==> config.mk <==
export PLATFORM = sky130hd
export DESIGN_NAME = flash_erase_ctrl
export DESIGN_NICKNAME = d
export VERILOG_FILES = /design/src/rtl/flash_erase_ctrl.sv
export SDC_FILE = /design/constraint.sdc
export NUM_CORES = 1
export LEC_CHECK = 0
export CAP_MARGIN = 20
export CORE_MARGIN = 3
export CORE_UTILIZATION = 52
export DETAILED_ROUTE_END_ITERATION = 10
export PLACE_DENSITY = 0.77
export SYNTH_ARGS = -nofsm -noshare
export SYNTH_HDL_FRONTEND = slang
export SYNTH_SLANG_ARGS = --single-unit
==> constraint.sdc <==
create_clock -name sys_clk -period 2.3 [get_ports sys_clk]
set_input_delay 0.23 -clock sys_clk [delete_from_list [all_inputs] [get_ports sys_clk]]
set_output_delay 0.23 -clock sys_clk [all_outputs]
set_load 0.05 [all_outputs]
==> src/rtl/flash_erase_ctrl.sv <==
// SPI-flash (M25P16-class) erase sequencer, SPI mode 0, MSB first.
// Runs WREN, sector or bulk erase, then polls RDSR until WIP clears or POLL_MAX bytes elapse.
module flash_erase_ctrl #(
    parameter int unsigned CLK_DIV  = 2,
    parameter int unsigned CS_GAP   = 4,
    parameter int unsigned ADDR_W   = 24,
    parameter int unsigned POLL_MAX = 65535
) (
    input  logic              sys_clk,
    input  logic              sys_rst,
    input  logic              start,
    input  logic              mode,
    input  logic [ADDR_W-1:0] addr,
    output logic              busy,
    output logic              done,
    output logic              error,
    output logic              cs_n,
    output logic              sck,
    output logic              mosi,
    input  logic              miso
);
    localparam int unsigned SW = 8 + ADDR_W;
    localparam int unsigned BW = $clog2(SW + 1);
    localparam int unsigned DW = $clog2(CLK_DIV + 1);
    localparam int unsigned GW = $clog2(CS_GAP + 1);
    localparam logic [DW-1:0] DIV_LAST = DW'(CLK_DIV - 1);
    localparam logic [GW-1:0] GAP_LAST = GW'(CS_GAP - 1);
    localparam logic [15:0]   POLL_LIM = 16'(POLL_MAX);

    typedef enum logic [2:0] {S_IDLE, S_WREN, S_GAP1, S_ERASE, S_GAP2, S_POLL, S_FIN} state_t;

    state_t            state_q, state_d;
    logic              mode_q, mode_d;
    logic [ADDR_W-1:0] addr_q, addr_d;
    logic [SW-1:0]     sh_q, sh_d;
    logic [BW-1:0]     bits_q, bits_d;
    logic [DW-1:0]     div_q, div_d;
    logic [GW-1:0]     gap_q, gap_d;
    logic [15:0]       pcnt_q, pcnt_d, pcnt_nx;
    logic              rx_q, rx_d, tail_q, tail_d, wip_q, wip_d, wip_nx, tmo_q, tmo_d;
    logic              cs_n_q, cs_n_d, sck_q, sck_d, busy_q, busy_d;
    logic              done_q, done_d, error_q, error_d;
    logic              load, in_frame;
    logic [SW-1:0]     ld_data;
    logic [BW-1:0]     ld_len;

    // mosi is the shifter MSB: it drains to zero, so it idles low and reads zero while polling
    assign mosi  = sh_q[SW-1];
    assign cs_n  = cs_n_q;
    assign sck   = sck_q;
    assign busy  = busy_q;
    assign done  = done_q;
    assign error = error_q;

    always_comb begin
        state_d = state_q;
        mode_d  = mode_q;
        addr_d  = addr_q;
        sh_d    = sh_q;
        bits_d  = bits_q;
        div_d   = div_q;
        gap_d   = gap_q;
        pcnt_d  = pcnt_q;
        rx_d    = rx_q;
        tail_d  = tail_q;
        tmo_d   = tmo_q;
        cs_n_d  = cs_n_q;
        sck_d   = sck_q;
        busy_d  = busy_q;
        done_d  = 1'b0;
        error_d = 1'b0;
        load    = 1'b0;
        ld_data = '0;
        ld_len  = '0;
        wip_nx  = (sck_q && div_q == '0) ? miso : wip_q;
        wip_d   = wip_nx;
        pcnt_nx = (pcnt_q == '1) ? pcnt_q : pcnt_q + 16'd1;
        in_frame = state_q inside {S_WREN, S_ERASE, S_POLL};

        case (state_q)
            S_IDLE: begin
                if (start) begin
                    mode_d  = mode;
                    addr_d  = addr;
                    busy_d  = 1'b1;
                    tmo_d   = 1'b0;
                    pcnt_d  = '0;
                    state_d = S_WREN;
                    load    = 1'b1;
                    ld_data = {8'h06, {ADDR_W{1'b0}}};
                    ld_len  = BW'(8);
                end
            end
            S_GAP1: begin
                if (gap_q == GAP_LAST) begin
                    state_d = S_ERASE;
                    load    = 1'b1;
                    if (mode_q) begin
                        ld_data = {8'hC7, {ADDR_W{1'b0}}};
                        ld_len  = BW'(8);
                    end else begin
                        ld_data = {8'hD8, addr_q};
                        ld_len  = BW'(SW);
                    end
                end else begin
                    gap_d = gap_q + GW'(1);
                end
            end
            S_GAP2: begin
                if (gap_q == GAP_LAST) begin
                    state_d = S_POLL;
                    load    = 1'b1;
                    ld_data = {8'h05, {ADDR_W{1'b0}}};
                    ld_len  = BW'(8);
                end else begin
                    gap_d = gap_q + GW'(1);
                end
            end
            S_FIN: begin
                state_d = S_IDLE;
                busy_d  = 1'b0;
            end
            default: ;
        endcase

        if (in_frame) begin
            if (tail_q) begin
                tail_d = 1'b0;
                cs_n_d = 1'b1;
                gap_d  = '0;
                case (state_q)
                    S_WREN:  state_d = S_GAP1;
                    S_ERASE: state_d = S_GAP2;
                    default: begin
                        state_d = S_FIN;
                        done_d  = 1'b1;
                        error_d = tmo_q;
                    end
                endcase
            end else if (div_q != DIV_LAST) begin
                div_d = div_q + DW'(1);
            end else begin
                div_d = '0;
                if (!sck_q) begin
                    sck_d = 1'b1;
                end else begin
                    // falling SCK: bit finished, next bit (or zero) goes out
                    sck_d = 1'b0;
                    sh_d  = {sh_q[SW-2:0], 1'b0};
                    if (bits_q != BW'(1)) begin
                        bits_d = bits_q - BW'(1);
                    end else if (state_q != S_POLL) begin
                        tail_d = 1'b1;
                    end else if (!rx_q) begin
                        rx_d   = 1'b1;
                        bits_d = BW'(8);
                    end else begin
                        pcnt_d = pcnt_nx;
                        if (!wip_nx) begin
                            tail_d = 1'b1;
                        end else if (pcnt_nx == POLL_LIM) begin
                            tail_d = 1'b1;
                            tmo_d  = 1'b1;
                        end else begin
                            bits_d = BW'(8);
                        end
                    end
                end
            end
        end

        if (load) begin
            cs_n_d = 1'b0;
            sck_d  = 1'b0;
            div_d  = '0;
            sh_d   = ld_data;
            bits_d = ld_len;
            tail_d = 1'b0;
            rx_d   = 1'b0;
        end
    end

    always_ff @(posedge sys_clk) begin
        if (sys_rst) begin
            state_q <= S_IDLE;
            mode_q  <= 1'b0;
            addr_q  <= '0;
            sh_q    <= '0;
            bits_q  <= '0;
            div_q   <= '0;
            gap_q   <= '0;
            pcnt_q  <= '0;
            rx_q    <= 1'b0;
            tail_q  <= 1'b0;
            wip_q   <= 1'b0;
            tmo_q   <= 1'b0;
            cs_n_q  <= 1'b1;
            sck_q   <= 1'b0;
            busy_q  <= 1'b0;
            done_q  <= 1'b0;
            error_q <= 1'b0;
        end else begin
            state_q <= state_d;
            mode_q  <= mode_d;
            addr_q  <= addr_d;
            sh_q    <= sh_d;
            bits_q  <= bits_d;
            div_q   <= div_d;
            gap_q   <= gap_d;
            pcnt_q  <= pcnt_d;
            rx_q    <= rx_d;
            tail_q  <= tail_d;
            wip_q   <= wip_d;
            tmo_q   <= tmo_d;
            cs_n_q  <= cs_n_d;
            sck_q   <= sck_d;
            busy_q  <= busy_d;
            done_q  <= done_d;
            error_q <= error_d;
        end
    end
endmodule

Word-level counts from Yosys, hierarchy flattened
Cells that the tools add are included.
{"block": "op_classes", "addsub": 4, "n_mul": 0, "div_mod_pow": 0, "magnitude_cmp": 0, "n_eq_ne": 18, "shift": 0, "mux": 77, "n_bitwise": 5, "n_reduce_logical": 21}
{"cell": "2-to-1 mux 32 bit", "count": 6}
{"cell": "2-to-1 mux 16 bit", "count": 10}
{"cell": "case mux 32 bit (3 select lines)", "count": 1}
{"cell": "2-to-1 mux 6 bit", "count": 12}
{"cell": "2-to-1 mux 27 bit", "count": 2}
{"cell": "equality test 16 bit, second input constant", "count": 2}
{"cell": "2-to-1 mux 29 bit", "count": 1}
{"cell": "2-to-1 mux 1 bit", "count": 28}
{"cell": "2-to-1 mux 3 bit", "count": 9}
{"cell": "case mux 6 bit (3 select lines)", "count": 1}
{"cell": "adder 16 x 1 -> 16 bit, second input constant", "count": 1}
{"cell": "case mux 3 bit (4 select lines)", "count": 1}
{"cell": "equality test 3 x 2 -> 1 bit, second input constant", "count": 3}
{"cell": "equality test 3 bit, second input constant", "count": 3}
{"cell": "2-to-1 mux 4 bit", "count": 2}
{"cell": "AND reduction 2 bit", "count": 4}
{"cell": "nonzero test 2 bit", "count": 4}
{"cell": "AND reduction 7 bit", "count": 1}
{"cell": "!= test 3 bit, second input constant", "count": 2}
{"cell": "!= test 6 x 1 -> 1 bit, second input constant", "count": 1}
{"cell": "case mux 3 bit (2 select lines)", "count": 1}
{"cell": "AND reduction 6 bit", "count": 1}
{"cell": "OR reduction 2 bit", "count": 3}
{"cell": "subtractor 6 x 1 -> 6 bit, second input constant", "count": 1}
{"cell": "other kinds (18)", "count": 25}
{"block": "word_totals", "register_bits": 96, "latch_bits": 0, "ramBits": 0, "romBits": 0, "input_bits": 29, "out_inout_bits": 6, "elab_cells": 142, "memories": 0}

Depth between registers and ports, before layout
Gate-level depths: netlist of run 1.
{"block": "logic_depth", "ltp_word": 13, "depth_mapped": 10, "ltp_nobuf": 8}

Least setup slack after synthesis of run 1
OpenSTA, ideal clock, no wires.
{"block": "synth_timing", "path_type": "register to register", "startpoint": "register sck_q (netlist: sck)", "endpoint": "register pcnt_q[0]", "setup_time_ns": 0.132, "t_arrival_ns": 2.230, "required_time_ns": 2.168, "slack_ns": -0.062, "path_stages_with_launch": 10, "n_path_buf": 3, "period_less_slack_ns": 2.362, "path_cell_list": "dfxtp_1 -> nand2b_1 -> or4_4 -> buf_6 -> nor4_2 -> buf_4 -> nor2_1 -> clkbuf_1 -> o21ai_1 -> a21oi_1"}
{"block": "synth_between", "elab_chain_cells": 4}
{"item": "start, declared", "line": "41", "text": "logic cs_n_q, cs_n_d, sck_q, sck_d, busy_q, busy_d;"}
{"item": "start signal, assigned", "line": "216", "text": "sck_q <= sck_d;"}
{"item": "2-to-1 mux 16 bit", "line": "144", "text": "if (!sck_q) begin"}
{"item": "2-to-1 mux 16 bit", "line": "140", "text": "end else if (div_q != DIV_LAST) begin"}
{"item": "2-to-1 mux 16 bit", "line": "127", "text": "if (tail_q) begin"}
{"item": "2-to-1 mux 16 bit", "line": "126", "text": "if (in_frame) begin"}
{"item": "end signal, assigned", "line": "210", "text": "pcnt_q <= pcnt_d;"}
{"item": "end, declared", "line": "39", "text": "logic [15:0] pcnt_q, pcnt_d, pcnt_nx;"}
No other way between the ends.
A chain may end at the register's enable or synchronous reset.

Worst setup path in the final report of run 1
{"block": "layout_timing", "startpoint": "register pcnt_q[1]", "endpoint": "register tail_q"}
{"block": "layout_between", "elab_chain_cells": 11, "elab_cells_between_ends": 12, "classes_between": "1 x add/sub; 2 x eq/ne; 9 x mux"}
{"item": "adder 16 x 1 -> 16 bit or equality test 16 bit (tied branches)", "line": "77", "text": "pcnt_nx = (pcnt_q == '1) ? pcnt_q : pcnt_q + 16'd1;"}
{"item": "2-to-1 mux 16 bit *", "line": "77"}
{"item": "equality test 16 bit *", "line": "161", "text": "end else if (pcnt_nx == POLL_LIM) begin"}
{"item": "2-to-1 mux 1 bit *", "line": "161"}
{"item": "2-to-1 mux 1 bit *", "line": "159", "text": "if (!wip_nx) begin"}
{"item": "2-to-1 mux 1 bit *", "line": "154", "text": "end else if (!rx_q) begin"}
{"item": "2-to-1 mux 1 bit *", "line": "152", "text": "end else if (state_q != S_POLL) begin"}
{"item": "2-to-1 mux 1 bit *", "line": "150", "text": "if (bits_q != BW'(1)) begin"}
{"item": "2-to-1 mux 1 bit *", "line": "144"}
{"item": "2-to-1 mux 1 bit *", "line": "140"}
{"item": "2-to-1 mux 1 bit *", "line": "127"}
{"item": "end signal, assigned", "line": "212", "text": "tail_q <= tail_d;"}
{"item": "end, declared", "line": "40", "text": "logic rx_q, rx_d, tail_q, tail_d, wip_q, wip_d, wip_nx, tmo_q, tmo_d;"}
Mark *: on every way between the ends. The rest lies on a longest branch, timed or not.

==> flow_summary_export.csv, run 1 <==
group,metric,value,unit
status,outcome,"completed",
floorplanning,die_h,98.5,um
sta,relSlewSlack,48.9,%
sta,final_hold_viol_count,0,
min_path,hp-class,"primary input to register",
synth,ys.flop_type,"dfxtp_1",
layout,multiInputGateArea,2420,sq um
sta,slew_viol_final,0,
grt,gr-total-overflow,0,
sta,worstMarginPinSlew,0.763,ns
cts,cts_tree,"built",
grt,antenna_found_initial,0,
synth,synthesis.nets,603,
cts,clk_path_buf_depth,2,
floorplanning,start_util,53.9,%
synth,yosysTopAreaCellShare,43.2,%
layout,drive_gt1_share,15.6,%
min_path,holdCritStartpoint,"sys_rst",
synth,synthTopCellsByArea,"dfxtp_1, nand2_1, a21oi_1",
synth,synth-edff-count,0,
grt,grt_pass1_wl,18600,um
sta,fmax,448,MHz
pwr,cellPowerDensity,604,nW/um^2
sta,fin_crit,2.23,ns
critical_path,r2r_slack,0.07,ns
layout,final_cell_area,5430,sq um
critical_path,worstPathRequired,2.58,ns
critical_path,worstReg2RegStart,"pcnt_q[1]",
sta,min_period_over_period,97.0,%
grt,grt_pass1_vias,3954,
critical_path,crit_path_start_kind,"register",
pwr,leakage,2.01,nW
cts,cts_hold_buf,0,
grt,grt_max_degree,34,
min_path,whs_endpoint,"busy",
place,pre_cts_slack,-0.0293,ns
floorplanning,rows,33,
routing,drt_iter0_drc,183,
sta,setup_ws,0.0689,ns
cts,worstSkewPairLatency,0.37,ns
routing,vias,4262,
critical_path,end_kind,"register",
synth,mappedNetlistArea,4450,sq um
cts,clockRootBuffer,"clkbuf_8",
layout,register_area,1930,sq um
flow_run,cap_violations,0,
layout,fillers,679,
layout,areaGrowthSynthToFinish,22.0,%
critical_path,reg2reg_depth,8,
synth,syn_inst,570,
synth,synth.ff_latch_count,96,
layout,final_common_cell,"nand2_1",
cts,clkTransAtPathRegs,0.10,ns
place,gp_congestion,0.915,
layout,final_cell_mix,"nand2_1, dfxtp_1, nor2_1",
floorplanning,die_area,9700,sq um
floorplanning,core,8260,sq um
critical_path,cp-startpoint,"pcnt_q[1]",
synth,ys_warn_count,0,
place,dpl-instance-area,5040,sq um
cts,h-tree-depth,3,
critical_path,arrival,2.51,ns
pwr,vdd_ir_drop_max,385,uV
place,port_buffers,34,
routing,firstDrtPassIters,5,
grt,track_usage,23.1,%
min_path,min_path_cells,2,
cts,cts_buffers,9,
layout,n_antenna_cell,0,
synth,synth_top_area_cell,"dfxtp_1",
routing,wl_per_cell,15.3,um
critical_path,regToRegEndpoint,"tail_q",
floorplanning,io_pins,35,
critical_path,crit_path_max_fanout,6,
place,dp_hpwl,7620,um
routing,drc_errors,0,
routing,drt_wl_total,11100,um
synth,yosysSeqAreaShare,43.2,%
sta,skew,0.0173,ns
layout,nets,651,
synth,synthDistinctLibCells,53,
synth,avgSynthCellArea,7.80,sq um
synth,postSynth.asyncResetShare,0,%
place,dpl.cell_count,707,
sta,setup_viol,0,
cts,cts.sinks,96,
critical_path,criticalPathCategory,"register to register",
layout,final_cells,728,
floorplanning,die_w,98.5,um
routing,postRouteAntennaNets,0,
routing,viasPerCell,5.85,
sta,rsz0062_at_grt,"true",
## state kept, by name, summed over array words and instances, names as in the netlist
name	cells
addr_q	24
div_q	2
bits_q	6
gap_q	3
mode_q	1
error	1
cs_n	1
sck	1
state_q	3
wip_q	1
rx_q	1
done	1
tmo_q	1
tail_q	1
sh_q	32
pcnt_q	16
busy	1
## synthesized netlist by cell type (all sizes together), types with 3 or more instances
cell and instances:
ha 4, xnor2 6, nor3 17, mux2i 6
o22ai 3, nand4 6, nand2 95, nand3 13
buf 13, nor2b 5, inv 8, nand2b 5
nor2 67, and3 8, o21bai 3, a21oi 59
nor4 6, a211oi 35, a31oi 7, o21ai 35
or4 3, a41oi 3, and4 4, dfxtp 96
clkbuf 29, a311oi 3, and2 5
## layer usage
| layer | up-vias | GRT usage, % | share of wire, % |
|---|---|---|---|
| met1 | 2030 | 32.1 | 46 |
| met2 | 111 | 36.6 | 47 |
| met5 | - | 0 | 0 |
| met4 | 0 | 6.83 | 1.3 |
| li1 | 2106 | - | - |
| met3 | 15 | 4.60 | 5.3 |
## cell families (layout without fill, tap and decap cells)
family,count (synthesis),in the layout,synth area share (%)
simple gates,242,242,25.1
buf+inv,50,103,4.92
compound gates,164,164,22.6
mux,8,8,1.86
flops,96,96,43.2
xor+xnor,6,6,1.18
fa+ha+maj,4,4,1.13
## worst max-delay path, cell delays in order (launching register included)
cell and delay, ns:
dfxtp_2 0.37, ha_4 0.17, nand4_1 0.18, nor3_2 0.28, mux2_4 0.34, nor3_4 0.21
o2111ai_2 0.16, a21boi_2 0.21, o31ai_2 0.23
## power by group
part / leakage [nW] / internal [mW] / total, mW / switching [mW]
Clock: 0.107 / 0.524 / 1.16 / 0.631
Combinational: 1.12 / 0.148 / 0.344 / 0.196
Sequential: 0.787 / 1.74 / 1.78 / 0.0428
Total: 2.01 / 2.41 / 3.28 / 0.870
## stage by stage
stage	hold WS, ns	power, mW	setup TNS [ns]	utilization, %
6_report	0.299	3.28	0	65.7
5_1_grt	0.285	3.42	-0.0554	65.7
4_1_cts	0.274	3.29	0	64.0
3_5_place_dp	0.424	2.15	-0.0554	61.1
3_3_place_gp	0.417	2.14	0	61.1
2_1_floorplan	0.366	2.02	0	-
## cell type report
type	instances	share of cell area, %
Timing Repair Buffer	79	12.9
Inverter	8	0.553
Clock buffer	9	2.28
Tap cell	105	2.42
Clock inverter	7	1.59
Sequential cell	96	35.6
Multi-Input combinational cell	424	44.6
## repair_timing
item                       in CTS  in global routing
cloned                          0                  0
buffers inserted                0                  5
setup endpoints to repair       7                 25
pin swaps                       1                  9
gates resized for setup         6                 27
## worst max-delay path by stage
stage	endpoint	depth (start not counted)
5_1_grt	tail_q	8
2_1_floorplan	tail_q	8
6_report	tail_q	8
3_3_place_gp	tail_q	8
3_5_place_dp	tail_q	8
4_1_cts	pcnt_q[11]	7
(Power assumes the default switching activity.)
==> run 2, diff against run 1 <==
Settings changed: CORE_UTILIZATION 52 to 54, CTS_BUF_LIST set to sky130_fd_sc_hd__clkbuf_4, PLACE_DENSITY 0.77 to 0.8, REMOVE_ABC_BUFFERS set to 1.
==> run 2 against run 1 <==
Compared with the run above:
- critical path depth grew 1
- core utilization rose by 5.0 points
- hold slack got worse by 0.0070 ns
- global-route usage is 1.5 points higher
- clock skew is essentially flat
- die area is 3.5% lower
- clock-buffer cell count increased by 1
- critical path type unchanged
- largest cell class unchanged
- worst setup slack worse by 0.010 ns
==> flow_summary_export.csv, run 2 (synthesis gave the netlist of run 1 again) <==
group,metric,value,unit
floorplanning,die_area,9360,sq um
grt,grt_pass1_wl,19400,um
critical_path,arrival,2.61,ns
grt,gr-total-overflow,0,
pwr,intPower,2.25,mW
cts,cts_buffers,9,
cts,cts_tree,"built",
layout,final_cell_mix,"nand2_1, dfxtp_1, nor2_1",
cts,clk_path_buf_depth,2,
layout,final_cells,737,
flow_run,cap_violations,0,
floorplanning,rows,32,
cts,worstSkewPairLatency,0.45,ns
place,gp_congestion,0.929,
sta,min_period_over_period,97.4,%
critical_path,worstPathRequired,2.67,ns
cts,cts.sinks,96,
routing,drt_wl_total,11700,um
min_path,hp-class,"primary input to register",
sta,final_hold_viol_count,0,
routing,postRouteAntennaNets,0,
pwr,p_clk_share,31.3,%
sta,worstMarginPinSlew,0.570,ns
sta,fin_crit,2.24,ns
layout,nets,663,
routing,firstDrtPassIters,5,
place,port_buffers,34,
sta,skew,0.0172,ns
pwr,cellPowerDensity,559,nW/um^2
pwr,switching_share,27.5,%
routing,vias,4292,
pwr,pwr-share-seq,57.4,%
place,dpl.cell_count,713,
critical_path,crit_path_start_kind,"register",
critical_path,crit_path_max_fanout,7,
sta,fmax,446,MHz
cts,clockRootBuffer,"clkbuf_4",
layout,reg_top3,"sh_q: 32 flops, addr_q: 24 flops, pcnt_q: 16 flops",
layout,n_antenna_cell,0,
status,outcome,"completed",
sta,slew_viol_final,0,
sta,setup_ws,0.0589,ns
pwr,p_sw,0.851,mW
layout,fillers,642,
routing,drt_iter0_drc,194,
critical_path,criticalPathCategory,"register to register",
cts,cts_hold_buf,0,
floorplanning,die_h,96.8,um
floorplanning,die_w,96.8,um
floorplanning,start_util,56.7,%
layout,final_cell_area,5550,sq um
grt,grt_max_degree,85,
place,pre_cts_slack,-0.101,ns
pwr,vdd_ir_drop_max,291,uV
sta,relSlewSlack,62.0,%
place,dp_hpwl,7480,um
sta,setup_viol,0,
grt,antenna_found_initial,1,
floorplanning,core,7850,sq um
pwr,leakage,2.10,nW
layout,largest_register_ffs,32,
layout,areaGrowthSynthToFinish,24.8,%
sta,rsz0062_at_grt,"true",
grt,grt_pass1_vias,4109,
grt,track_usage,24.6,%
cts,clkTransAtPathRegs,0.16,ns
layout,drive_gt1_share,17.0,%
routing,viasPerCell,5.82,
place,dpl-instance-area,5150,sq um
layout,final_common_cell,"nand2_1",
layout,top_register,"sh_q",
floorplanning,io_pins,35,
cts,h-tree-depth,3,
routing,wl_per_cell,15.8,um
routing,drc_errors,0,
pwr,power_frac_comb,11.2,%
critical_path,end_kind,"register",
-- run 2: changes by cell type in the layout (fill, tap and decap cells not counted), sizes merged --
| cell | change |
|---|---|
| buf | +10 |
| bufbuf | +2 |
| clkbuf | +1 |
| clkinv | -3 |
| clkinvlp | +2 |
-- run 2: metrics by stage --
| stage | hold slack (ns) | setup TNS [ns] | util [%] | total power, mW |
|---|---|---|---|---|
| 2_1_floorplan | 0.299 | -24.62 | - | 1.99 |
| 3_3_place_gp | 0.417 | 0 | 65.7 | 2.14 |
| 3_5_place_dp | 0.428 | -0.423 | 65.7 | 2.16 |
| 4_1_cts | 0.293 | 0 | 69.2 | 3.10 |
| 5_1_grt | 0.281 | -0.104 | 70.7 | 3.23 |
| 6_report | 0.292 | 0 | 70.7 | 3.10 |
-- run 2: worst paths after layout --
path | depth (start not counted) | to | from | slack [ns]
worst max register to register | 9 | tail_q | pcnt_q[1] | 0.06
worst min register to register | 2 | gap_q[2] | gap_q[2] | 0.45
worst max-delay path | 9 | tail_q | pcnt_q[1] | 0.06
worst min-delay path | 3 | sh_q[30] | sys_rst | 0.29
-- run 2: layer usage --
layer	track usage [%]	part of all wire, %
met5	0	0.17
met1	31.1	43
met3	3.89	5.6
met4	7.02	1.4
met2	43.0	50
-- run 2: final cells by class --
type | instances | area (sq um) | area share, %
well taps | 102 | 128 | 2.30
multi-input cells | 424 | 2430 | 43.8
flip-flops and latches | 96 | 1930 | 34.8
clock buffers | 10 | 75.1 | 1.35
clock inverters | 6 | 73.8 | 1.33
repair buffers | 91 | 883 | 15.9
inverters | 8 | 30.0 | 0.541
-- run 2: what timing repair did --
action | 4_1_cts | 5_1_grt
endpoints found under the setup margin | 9 | 48
setup buffers | 5 | 1
pin swaps | 3 | 12
resized for setup | 7 | 27
cloned | 2 | 0
-- run 2: worst max-delay path: stages (launching register included) --
cell and delay, ns:
dfxtp_2 0.39, ha_4 0.16, nand4_1 0.19, buf_4 0.22, o22ai_1 0.18, a31oi_1 0.16
a311oi_1 0.27, o2111ai_2 0.21, a21boi_4 0.20, o31ai_1 0.19
-- run 2: power groups by stage --
stage / clock network, mW / registers, mW / logic (mW)
floorplan: 0 / 1.82 / 0.177
global placement: 0 / 1.81 / 0.330
detailed placement: 0 / 1.82 / 0.340
CTS: 0.974 / 1.78 / 0.342
global route: 1.05 / 1.79 / 0.390
finish: 0.972 / 1.78 / 0.349
==> run 3, diff against run 2 <==
Settings changed: CORE_UTILIZATION 54 to 46, PLACE_DENSITY 0.8 to 0.7.
==> run 3 against run 2 <==
Compared with the run above:
- flip-flop and latch count did not move
- total power decreased by 3.9%
- via count fell by 2.5%
- final area decreased by 3.3%
- routed wire length fell by 6.7%
- first-iteration DRC count is 30% higher
- worst setup slack gained 0.018 ns
- critical path depth is 1 lower
==> flow_summary_export.csv, run 3 (synthesis gave the netlist of run 1 again) <==
group,metric,value,unit
layout,n_antenna_cell,0,
pwr,leakage,1.96,nW
flow_run,cap_violations,0,
layout,final_cell_mix,"nand2_1, dfxtp_1, nor2_1",
grt,use_met3,3.23,%
place,gp_congestion,0.862,
sta,hold_slack,0.215,ns
floorplanning,die_w,104,um
grt,use_met1,25.8,%
critical_path,crit_path_start_kind,"register",
routing,viasPerCell,5.56,
routing,firstDrtPassIters,4,
layout,final_core_util,57.6,%
layout,reg_top3,"sh_q: 32 flops, addr_q: 24 flops, pcnt_q: 16 flops",
cts,clkTransAtPathRegs,0.17,ns
sta,fmax,450,MHz
grt,met2_usage,32.9,%
grt,gr-max-usage-layer,"met2",
routing,wl_per_cell,14.5,um
min_path,hp-class,"primary input to register",
sta,slew_viol_final,0,
place,dp_hpwl,7360,um
place,dpl.cell_count,736,
sta,skew,0.0204,ns
pwr,power.total,2.98,mW
cts,worstSkewPairLatency,0.45,ns
routing,drt_wl_total,10900,um
floorplanning,io_pins,35,
floorplanning,core,9330,sq um
critical_path,arrival,2.60,ns
pwr,cellPowerDensity,555,nW/um^2
layout,final_cells,753,
sta,fin_crit,2.22,ns
critical_path,crit_chain,"a21bo_1 -> or4_4 -> nor4_2 -> buf_4 -> buf_8 -> a21boi_1 -> nor2_1 -> a211oi_2",
routing,drc_errors,0,
layout,drive_gt1_share,15.4,%
floorplanning,start_util,47.7,%
cts,cts_buffers,9,
critical_path,max_stage_delay,0.53,ns
critical_path,crit_path_max_fanout,10,
grt,grt_pass1_vias,3884,
floorplanning,die_area,10900,sq um
sta,worstMarginPinSlew,0.703,ns
grt,grt_max_degree,67,
routing,postRouteAntennaNets,0,
grt,antenna_found_initial,0,
place,port_buffers,34,
cts,cts_tree,"built",
sta,setup_ws,0.0767,ns
sta,min_period_over_period,96.7,%
cts,h-tree-depth,3,
layout,final_common_cell,"nand2_1",
grt,grt_pass1_wl,18000,um
critical_path,cp_num_buf_inv,2,
routing,drt_iter0_drc,252,
layout,areaGrowthSynthToFinish,20.7,%
routing,vias,4186,
pwr,vdd_ir_drop_max,356,uV
place,pre_cts_slack,-0.0561,ns
sta,relSlewSlack,53.2,%
cts,clockRootBuffer,"clkbuf_4",
grt,gr-total-overflow,0,
critical_path,end_kind,"register",
cts,cts.sinks,96,
status,outcome,"completed",
cts,cts_hold_buf,0,
grt,track_usage,19.6,%
floorplanning,die_h,104,um
sta,final_hold_viol_count,0,
critical_path,worstPathRequired,2.68,ns
critical_path,criticalPathCategory,"register to register",
floorplanning,rows,35,
layout,nets,652,
critical_path,cpLargestDelayFamily,"simple AND/OR/NAND/NOR gates",
sta,rsz0062_at_grt,"true",
layout,top_register,"sh_q",
critical_path,crit_path_top_delay_cell,"or4_4",
layout,largest_register_ffs,32,
sta,setup_viol,0,
cts,clk_path_buf_depth,2,
[run 3: changes by cell type in the layout (fill, tap and decap cells not counted), moves of 2 or more]
cell and delta:
buf_4 -7, bufbuf_16 -2, buf_12 -3, a21boi_1 +2
nor4_2 +2
[run 3: layer usage]
layer	vias to the layer above	share of wire, %
li1	2111	-
met1	1967	46
met2	92	49
met3	16	3.9
met4	0	1.4
met5	-	0
[run 3: where the power goes]
| group | leakage [nW] | switching [mW] | total (mW) | internal [mW] |
|---|---|---|---|---|
| clock | 0.0668 | 0.611 | 0.863 | 0.252 |
| sequential | 0.788 | 0.0412 | 1.78 | 1.74 |
| combinational | 1.10 | 0.191 | 0.336 | 0.145 |
[run 3: worst min-delay path: stages]
cell and delay, ns:
buf_2 0.11, buf_4 0.23, a21oi_1 0.06
[run 3: worst paths after layout]
path | cells past startpoint | from | to | slack [ns]
worst max-delay path | 8 | state_q[0] | pcnt_q[10] | 0.08
worst min-delay path | 3 | sys_rst | addr_q[17] | 0.21
worst max register to register | 8 | state_q[0] | pcnt_q[10] | 0.08
worst min register to register | 2 | gap_q[2] | gap_q[2] | 0.46
[run 3: stage by stage]
step                area, sq um  setup TNS (ns)
floorplan                  4260          -24.62
CTS                        5270        -0.00367
detailed placement         5120          -0.147
finish                     5370               0
global placement           5120               0
global route               5370          -0.202
[run 3: repair_timing]
item,4_1_cts,5_1_grt
endpoints found under the setup margin,7,42
gates resized for setup,5,26
pin swaps,0,5
setup buffers,0,1
[run 3: cell type report]
class                      count  area (sq um)
fill                         884          3960
timing repair buffer          80           717
clock buffer                  10          75.1
multi-input combinational    424          2400
tap                          129           161
clock inverter                 6          51.3
inverter                       8          30.0
sequential                    96          1930
